## src/rtl/control_pipe.sv

```systemverilog
// Pipeline control registers (ID/EX, EX/MEM, MEM/WB) with load-use stall, flush and forwarding select.
// Define CTRL_PIPE_FWD_EN to enable operand forwarding; otherwise fwd is 00 and RAW hazards stall.
module control_pipe (
    input  logic       clk_i,
    input  logic       rst_i,
    input  logic       RegDst_i,
    input  logic       ALUSrc_i,
    input  logic       MemtoReg_i,
    input  logic       RegWrite_i,
    input  logic       MemRead_i,
    input  logic       MemWrite_i,
    input  logic [1:0] ALUOp_i,
    input  logic [4:0] rs_i,
    input  logic [4:0] rt_i,
    input  logic [4:0] rd_i,
    input  logic       flush_i,
    output logic       stall_o,
    output logic       ex_RegDst_o,
    output logic       ex_ALUSrc_o,
    output logic [1:0] ex_ALUOp_o,
    output logic       mem_MemRead_o,
    output logic       mem_MemWrite_o,
    output logic [4:0] mem_dest_o,
    output logic       wb_MemtoReg_o,
    output logic       wb_RegWrite_o,
    output logic [4:0] wb_dest_o,
    output logic [1:0] fwd_a_o,
    output logic [1:0] fwd_b_o
);

    logic       ex_memtoreg, ex_regwrite, ex_memread, ex_memwrite;
    logic [4:0] ex_rt, ex_dest;
    logic       mem_memtoreg, mem_regwrite;
    logic [4:0] id_dest;
    logic       bubble, load_use;

    // Destination is zeroed for non-writers so downstream compares never see stale or X fields.
    assign id_dest = RegWrite_i ? (RegDst_i ? rd_i : rt_i) : 5'd0;
    assign bubble  = stall_o | flush_i;

    always_ff @(posedge clk_i or negedge rst_i) begin
        if (!rst_i) begin
            ex_RegDst_o <= 1'b0;
            ex_ALUSrc_o <= 1'b0;
            ex_ALUOp_o  <= 2'b00;
            ex_memtoreg <= 1'b0;
            ex_regwrite <= 1'b0;
            ex_memread  <= 1'b0;
            ex_memwrite <= 1'b0;
            ex_rt       <= 5'd0;
            ex_dest     <= 5'd0;
        end else if (bubble) begin
            ex_RegDst_o <= 1'b0;
            ex_ALUSrc_o <= 1'b0;
            ex_ALUOp_o  <= 2'b00;
            ex_memtoreg <= 1'b0;
            ex_regwrite <= 1'b0;
            ex_memread  <= 1'b0;
            ex_memwrite <= 1'b0;
            ex_rt       <= 5'd0;
            ex_dest     <= 5'd0;
        end else begin
            ex_RegDst_o <= RegDst_i;
            ex_ALUSrc_o <= ALUSrc_i;
            ex_ALUOp_o  <= ALUOp_i;
            ex_memtoreg <= MemtoReg_i;
            ex_regwrite <= RegWrite_i;
            ex_memread  <= MemRead_i;
            ex_memwrite <= MemWrite_i;
            ex_rt       <= rt_i;
            ex_dest     <= id_dest;
        end
    end

    always_ff @(posedge clk_i or negedge rst_i) begin
        if (!rst_i) begin
            mem_memtoreg   <= 1'b0;
            mem_regwrite   <= 1'b0;
            mem_MemRead_o  <= 1'b0;
            mem_MemWrite_o <= 1'b0;
            mem_dest_o     <= 5'd0;
            wb_MemtoReg_o  <= 1'b0;
            wb_RegWrite_o  <= 1'b0;
            wb_dest_o      <= 5'd0;
        end else begin
            mem_memtoreg   <= ex_memtoreg;
            mem_regwrite   <= ex_regwrite;
            mem_MemRead_o  <= ex_memread;
            mem_MemWrite_o <= ex_memwrite;
            mem_dest_o     <= ex_dest;
            wb_MemtoReg_o  <= mem_memtoreg;
            wb_RegWrite_o  <= mem_regwrite;
            wb_dest_o      <= mem_dest_o;
        end
    end

    assign load_use = ex_memread & (ex_rt != 5'd0) & ((ex_rt == rs_i) | (ex_rt == rt_i));

`ifdef CTRL_PIPE_FWD_EN
    logic [4:0] ex_rs;

    always_ff @(posedge clk_i or negedge rst_i) begin
        if (!rst_i)
            ex_rs <= 5'd0;
        else if (bubble)
            ex_rs <= 5'd0;
        else
            ex_rs <= rs_i;
    end

    assign stall_o = load_use;

    // The younger EX/MEM result wins over MEM/WB when both target the same register.
    always_comb begin
        fwd_a_o = 2'b00;
        fwd_b_o = 2'b00;
        if (mem_regwrite && mem_dest_o != 5'd0 && mem_dest_o == ex_rs)
            fwd_a_o = 2'b10;
        else if (wb_RegWrite_o && wb_dest_o != 5'd0 && wb_dest_o == ex_rs)
            fwd_a_o = 2'b01;
        if (mem_regwrite && mem_dest_o != 5'd0 && mem_dest_o == ex_rt)
            fwd_b_o = 2'b10;
        else if (wb_RegWrite_o && wb_dest_o != 5'd0 && wb_dest_o == ex_rt)
            fwd_b_o = 2'b01;
    end
`else
    logic ex_hit, mem_hit;

    // Without forwarding, any pending write to a source in EX or MEM must drain first.
    assign ex_hit  = ex_regwrite & (ex_dest != 5'd0) & ((ex_dest == rs_i) | (ex_dest == rt_i));
    assign mem_hit = mem_regwrite & (mem_dest_o != 5'd0) & ((mem_dest_o == rs_i) | (mem_dest_o == rt_i));
    assign stall_o = load_use | ex_hit | mem_hit;
    assign fwd_a_o = 2'b00;
    assign fwd_b_o = 2'b00;
`endif

endmodule

```

## config.mk

```make
export PLATFORM = sky130hd
export DESIGN_NAME = control_pipe
export DESIGN_NICKNAME = d
export VERILOG_FILES = /design/src/rtl/control_pipe.sv
export SDC_FILE = /design/constraint.sdc
export NUM_CORES = 1
export LEC_CHECK = 0
export BUFFER_PORTS_ARGS = -buffer_cell sky130_fd_sc_hd__buf_2
export CAP_MARGIN = 20
export CORE_MARGIN = 4
export CORE_UTILIZATION = 25
export CTS_CLUSTER_SIZE = 8
export DETAILED_ROUTE_END_ITERATION = 8
export PLACE_DENSITY = 0.45
export SLEW_MARGIN = 20
export SYNTH_ARGS = -nofsm -noshare
export SYNTH_HDL_FRONTEND = slang
export SYNTH_SLANG_ARGS = --single-unit
export TNS_END_PERCENT = 20
```

## constraint.sdc

```tcl
create_clock -name clk_i -period 1.9 [get_ports clk_i]
set_input_delay 0 -clock clk_i [delete_from_list [all_inputs] [get_ports clk_i]]
set_output_delay 0 -clock clk_i [all_outputs]
set_load 0.03 [all_outputs]
```

### Yosys cells after proc, flatten, opt, wreduce, memory -nomap -nowiden

Index checks and enable logic that the tools add are counted.

* equality and inequality tests: 6
* muxes and demuxes: 11
* bitwise gates (word level): 12
* reductions and logical operators: 3

Operator list (number)
* equality test 5 bit: 6
* two-way mux 5 bit: 4
* nonzero test 5 bit: 3
* AND 1 bit: 6
* two-way mux 1 bit: 6
* bitwise OR 1 bit: 6
* two-way mux 2 bit: 1

* bits in registers: 34
* bits of input ports: 26
* output and inout bits: 23
* word-level logic and storage cells: 49

### Longest topological paths before layout

Gate-level depths: netlist of the first run.

* depth in word-level cells: 7
* gate-level depth with buffers: 6
* gate-level depth less buffers: 5

### Worst setup path after synthesis of the first run

OpenSTA, ideal clock, no wires.

* path type: flip-flop to flip-flop
* from: register mem_dest_o[1]
* to: register ex_ALUOp_o[0]
* setup time: 0.066 ns
* arrival: 2.002 ns
* data required time: 1.834 ns
* slack: -0.168 ns
* stages on the path, launching flop included: 7
* buffers on the path: 1
* period minus slack after synthesis: 2.068 ns
* path through: dfrtp_1 -> or4_1 -> o21ai_1 -> inv_1 -> a222oi_1 -> buf_4 -> and3b_1

* longest elaborated chain between the ends: 6
* elaborated cells on any way between the ends: 9
* those cells by class: 2 x eq/ne; 1 x mux; 5 x bitwise; 1 x reduce/logical

Ends and longest elaborated chain
* start, declared: RTL line 23 `output logic [4:0] mem_dest_o,`
* start signal, assigned: RTL line 90 `mem_dest_o <= ex_dest;`
* equality test 5 bit or nonzero test 5 bit (tied branches): RTL line 131 `assign mem_hit = mem_regwrite & (mem_dest_o != 5'd0) & ((mem_dest_o == rs_i) | (mem_dest_o == rt_i));`
* bitwise OR 1 bit or AND 1 bit (tied branches): RTL line 131
* AND 1 bit *: RTL line 131
* bitwise OR 1 bit *: RTL line 132 `assign stall_o = load_use | ex_hit | mem_hit;`
* bitwise OR 1 bit *: RTL line 39 `assign bubble = stall_o | flush_i;`
* two-way mux 2 bit *: RTL line 52 `end else if (bubble) begin`
* end signal, assigned: RTL line 65 `ex_ALUOp_o <= ALUOp_i;`
* end, declared: RTL line 20 `output logic [1:0] ex_ALUOp_o,`

Mark *: on every way between the ends. The rest lies on a longest branch, timed or not.

### Final worst setup path of the first run

* from: register mem_dest_o[1]
* to: output port stall_o

* longest elaborated chain between the ends: 4
* elaborated cells on any way between the ends: 7
* those cells by class: 2 x eq/ne; 4 x bitwise; 1 x reduce/logical

Ends and longest elaborated chain
* equality test 5 bit or nonzero test 5 bit (tied branches): RTL line 131
* bitwise OR 1 bit or AND 1 bit (tied branches): RTL line 131
* AND 1 bit *: RTL line 131
* bitwise OR 1 bit *: RTL line 132
* end, declared: RTL line 17 `output logic stall_o,`

Marks and branches as above.

==> flow_summary.yaml, run 1 <==
run_status:
  outcome: "finished with violations"
  violations: "negative setup slack"
worst_setup_path:
  rr_endpoint: "ex_ALUOp_o[1]"
  max_stage_delay_ps: 510
  rrSetupSlack_ps: -90
  worstPathMaxFanout: 2
  slowest_stage: "or4_1"
  start_kind: "flop"
  r2r_start: "mem_dest_o[1]"
  cp_cell_sequence: "or4_1, o21ai_1, inv_1, a222oi_1, buf_4, inv_2, buf_6"
  path_class: "reg2out"
  worstPathRequired_ps: 1900
  worst_setup_path_end_kind: "output port"
  crit_arrival_ps: 2060
  reg2reg_depth: 7
  cp-startpoint: "mem_dest_o[1]"
pwr:
  vdd_drop_max_uv: 281
  leakage_nw: 1.04
  power.density_nw_per_um2: 779
global_routing:
  grt_pass1_vias: 1272
  antenna_found_initial: 0
  grt_max_degree: 35
  grt_pass1_wl_um: 6420
  grt_overflow: 0
  grt.total_usage_pct: 11.5
yosys:
  synth_top_family_by_area: "XOR/XNOR gates"
  synthAdderAreaFrac_pct: 0
  avgSynthCellArea_um2: 12.1
  yosysWarnings: 0
  synth_compound_area_share_pct: 3.54
  synth_area_um2: 1520
  netlist_instances: 125
  ys_seq_elements: 34
  synth-simple-area-share_pct: 15.3
  yosysSeqAreaShare_pct: 56.1
  synthMuxAreaShare_pct: 3.30
  synth_xor_area_share_pct: 17.3
  ys_types: 22
min_path:
  min_from: "rd_i[2]"
  min_to: "ex_dest[2]"
  min_path_type: "in2reg"
  worstHoldPathCells: 3
floorplanning:
  die_width_um: 85.9
  core_area_um2: 5920
  fp.dieH_um: 85.9
  die_area_um2: 7380
  rows: 28
  io_pins: 49
  initial_core_util_pct: 25.6
drt:
  drtPass1Iterations: 4
  vias_per_cell: 4.38
  drt-wirelength-per-cell_um: 14.7
  ant_nets: 0
  dr_total_vias: 1169
  wl_um: 3920
  drt_iter0_drc: 56
  remaining_drc_errors: 0
timing:
  relSlewSlack_pct: 50.3
  hold_violations: 0
  setup_violations: 13
  maxSlewViolCount: 0
  fin_crit_ps: 2060
  period_share_pct: 109
  tightest_slew_ps: 746
  worst_slack_ps: -163
  fmax_mhz: 485
  finClkSkew_ps: 4.45
  tns_ps: -1010
  rsz0062_at_grt: "true"
layout:
  antenna_cells: 0
  final_nets: 217
  area_delta_synth_final_pct: 38.3
  final_cells: 267
  fillCellCount: 619
  drive_gt1_share_pct: 40.1
  final_cell_mix: "buf_2 (43), dfrtp_1 (31), xnor2_1 (30)"
  final_common_cell: "buf_2"
place:
  port_buffers: 44
  place_inst: 250
  gp_congestion: 0.802
clock_tree:
  clkSinkCount: 34
  clkSlewWorstSetupHoldPaths_ps: 70
  cts_tree: "built"
  clock_path_buffers: 2
  cts_buffers: 5
  clock_latency_ps: 280
  clock-root-buffer: "clkbuf_8"
  h-tree-depth: 2
run:
  drv_cap: 0
## per-layer routing
metal	GRT usage [%]	up-vias	part of all wire, %	wire, um
met4	5.18	0	1.8	72
met1	16.2	559	47	1850
met3	4.13	6	8.4	330
met5	0	-	0	0
li1	-	548	-	-
met2	15.8	56	42	1660
## how the worst max path moves through the flow
stage	endpoint	slack (ps)
6_report	stall_o	-160
5_1_grt	stall_o	-330
4_1_cts	stall_o	-200
3_5_place_dp	ex_ALUSrc_o	-10
3_3_place_gp	ex_ALUOp_o[1]	4
2_1_floorplan	ex_ALUOp_o[0]	-90
## flip-flops by register name (all words and copies together), names as in the netlist
name	count
ex_memwrite	1
mem_MemRead_o	1
mem_dest_o	5
ex_rt	5
ex_regwrite	1
wb_dest_o	5
ex_RegDst_o	1
ex_ALUSrc_o	1
ex_dest	5
ex_memread	1
wb_MemtoReg_o	1
mem_MemWrite_o	1
ex_ALUOp_o	2
ex_memtoreg	1
mem_regwrite	1
mem_memtoreg	1
wb_RegWrite_o	1
## synth_stat cells
library cell	number	share of area [%]
a22o_2	1	0.66
nand2b_1	1	0.41
o21ai_0	2	0.66
o21ai_1	1	0.33
o22ai_1	3	1.2
dfrtp_1	34	56
conb_1	1	0.25
or4_1	3	1.5
nor3_1	1	0.33
buf_1	1	0.25
nand2_1	6	1.5
and3b_1	9	5.2
a222oi_1	1	0.66
and2_1	1	0.41
buf_4	5	2.5
and3b_2	3	2.0
nor4_1	5	2.1
xnor2_1	30	17
clkbuf_1	2	0.49
nand3_1	6	2.0
inv_1	4	0.99
mux2i_1	5	3.3
## cell type report
class,count,area [um^2],share of cell area [%]
clock buffers,7,86.3,4.11
flip-flops and latches,34,855,40.7
clock inverters,1,5.00,0.239
well taps,75,93.8,4.47
repair buffers,64,398,19.0
multi-input cells,82,646,30.8
inverters,4,15.0,0.716
## metrics by stage
step	power, mW	util [%]	hold slack [ps]	setup slack, ps	cell area (um^2)
6_report	1.63	35.4	48.1	-163	2100
5_1_grt	1.73	35.4	40.9	-330	2100
4_1_cts	1.65	34.7	26.3	-197	2060
2_1_floorplan	0.972	-	-296	-89.0	1530
3_5_place_dp	1.09	31.8	119	-10.5	1880
3_3_place_gp	1.08	31.8	96.9	3.51	1880
## what timing repair did
| item | in CTS | in global routing |
|---|---|---|
| endpoints found under the hold margin | 40 | 0 |
| setup endpoints to repair | 13 | 18 |
| resized for setup | 4 | 6 |
| hold buffers | 7 | 0 |
| pin swaps | 3 | 4 |
| buffers inserted | 1 | 1 |
## worst max-delay path, delay by kind of cell (launching register included)
kind / cells / cell delay (ps)
AOI/OAI and AO/OA: 2 / 450
buffers and inverters: 4 / 410
DFF: 1 / 400
and+or+nand+nor: 1 / 510
## power by group
part           internal (mW)  switching [mW]
registers              0.763          0.0196
logic                  0.135           0.174
clock network          0.292           0.251
total                   1.19           0.444
## cell families (layout without fill, tap and decap cells)
group                  count (synthesis)  in the layout
other                                  1              4
multiplexers                           5              5
XOR/XNOR                              30             30
AO/OA/AOI/OAI                          8              8
AND/OR/NAND/NOR                       35             35
buffers and inverters                 12             76
flip-flops                            34             34
Power figures use the tool's default switching activity.
==> run 2, diff against run 1 <==
--- a/config.mk
+++ b/config.mk
@@ -11,6 +11,7 @@
 export CORE_UTILIZATION = 25
 export CTS_CLUSTER_SIZE = 8
 export DETAILED_ROUTE_END_ITERATION = 8
+export MAX_ROUTING_LAYER = met4
 export PLACE_DENSITY = 0.45
 export SLEW_MARGIN = 20
 export SYNTH_ARGS = -nofsm -noshare
==> run 2 against run 1 <==
Compared with the run above:
- first-iteration DRC count is 16% higher
- flip-flop and latch count did not move
- largest cell class unchanged
- utilization fell by 0.19 points
- the run still ends with negative setup slack left
==> flow_summary.yaml, run 2 (synthesis results as in run 1) <==
min_path:
  min_to: "ex_dest[2]"
  min_path_type: "in2reg"
  worstHoldPathCells: 3
  min_from: "rd_i[2]"
worst_setup_path:
  worstPathRequired_ps: 1900
  rr_endpoint: "ex_ALUSrc_o"
  cp_cell_sequence: "or4_1, o21ai_1, inv_1, a222oi_1, buf_4, inv_2, buf_6"
  crit_arrival_ps: 2070
  rrSetupSlack_ps: -130
  slowest_stage: "or4_1"
  path_class: "reg2out"
  start_kind: "flop"
  max_stage_delay_ps: 510
  reg2reg_depth: 7
  worstPathMaxFanout: 2
  worst_setup_path_end_kind: "output port"
  r2r_start: "mem_dest_o[1]"
timing:
  maxSlewViolCount: 0
  fmax_mhz: 483
  tns_ps: -1550
  worst_slack_ps: -170
  hold_violations: 0
  period_share_pct: 109
  finClkSkew_ps: 4.41
  rsz0062_at_grt: "true"
  setup_violations: 13
  relSlewSlack_pct: 49.6
  fin_crit_ps: 2070
  tightest_slew_ps: 756
place:
  place_ws_ps: -10.5
  place_inst: 250
  gp_congestion: 0.814
  placed_area_um2: 1880
  port_buffers: 44
layout:
  drive_gt1_share_pct: 39.8
  fillCellCount: 621
  final_cells: 266
  final_cell_area_um2: 2090
  final_nets: 216
  final_common_cell: "buf_2"
  area_delta_synth_final_pct: 37.5
  final_cell_mix: "buf_2 (43), dfrtp_1 (31), xnor2_1 (30)"
  antenna_cells: 0
pwr:
  vdd_drop_max_uv: 282
  power.density_nw_per_um2: 780
  leakage_nw: 1.04
  total_power_mw: 1.63
floorplanning:
  die_area_um2: 7380
  die_width_um: 85.9
  fp.dieH_um: 85.9
  core_area_um2: 5920
  rows: 28
  initial_core_util_pct: 25.6
  io_pins: 49
clock_tree:
  h-tree-depth: 2
  cts_buffers: 5
  clkSinkCount: 34
  cts_tree: "built"
  clock_latency_ps: 280
  clkSlewWorstSetupHoldPaths_ps: 60
  clock_path_buffers: 2
  clock-root-buffer: "clkbuf_8"
global_routing:
  grt_max_degree: 35
  grt.total_usage_pct: 11.9
  gr-max-usage-layer: "met1"
  antenna_found_initial: 0
  grt_pass1_wl_um: 6420
  grt_overflow: 0
  grt_pass1_vias: 1270
  use_met1_pct: 16.2
  grt_util_met2_pct: 15.8
  grt_use_met3_pct: 4.03
drt:
  remaining_drc_errors: 0
  ant_nets: 0
  drt_iter0_drc: 65
  drt-wirelength-per-cell_um: 14.6
  drtPass1Iterations: 4
  dr_total_vias: 1173
  wl_um: 3890
  vias_per_cell: 4.41
run_status:
  violations: "negative setup slack"
  outcome: "finished with violations"
run:
  drv_cap: 0
## run 2: worst max-delay path by stage
stage	from	end	slack, ps	cells after the start
global placement	ex_rt[4]	ex_ALUOp_o[1]	4	6
floorplan	mem_dest_o[3]	ex_ALUOp_o[0]	-90	6
global route	mem_dest_o[1]	stall_o	-340	7
detailed placement	ex_rt[4]	ex_ALUSrc_o	-10	6
finish	mem_dest_o[1]	stall_o	-170	7
CTS	mem_dest_o[1]	stall_o	-200	7
## run 2: cell type report
cell class,count,area [um^2],area share [%]
Clock buffer,7,86.3,4.14
Clock inverter,1,5.00,0.240
Tap cell,75,93.8,4.50
Timing Repair Buffer,63,387,18.5
Multi-Input combinational cell,82,646,30.9
Sequential cell,34,855,40.9
Inverter,4,15.0,0.719
## run 2: metrics by stage
| step | utilization (%) | hold WS (ps) |
|---|---|---|
| after global routing | 35.2 | 40.9 |
| after global placement | 31.8 | 96.9 |
| after floorplan | - | -296 |
| after detailed placement | 31.8 | 119 |
| after CTS | 34.7 | 26.3 |
| final | 35.2 | 48.4 |
## run 2: layer usage
metal	wire, um	vias up	part of all wire [%]
met1	1850	567	47
met3	311	6	8.0
met4	71	0	1.8
met5	0	-	0
met2	1660	51	43
li1	-	549	-
## run 2: where the power goes
group	internal [mW]	switching [mW]
clock	0.292	0.247
sequential	0.763	0.0197
combinational	0.133	0.173
total	1.19	0.440
## run 2: timing repair
item / in CTS / in global routing
gates resized for setup: 4 / 5
setup endpoints to repair: 13 / 18
pin swaps: 3 / 1
setup buffers: 1 / 0
hold buffers: 7 / 0
hold endpoints to repair: 40 / 0
## run 2: worst max-delay path: cells and delay by family (launching register included)
family / cells / cell delay [ps]
DFF: 1 / 400
and+or+nand+nor: 1 / 510
AOI/OAI and AO/OA: 2 / 460
buffers and inverters: 4 / 410
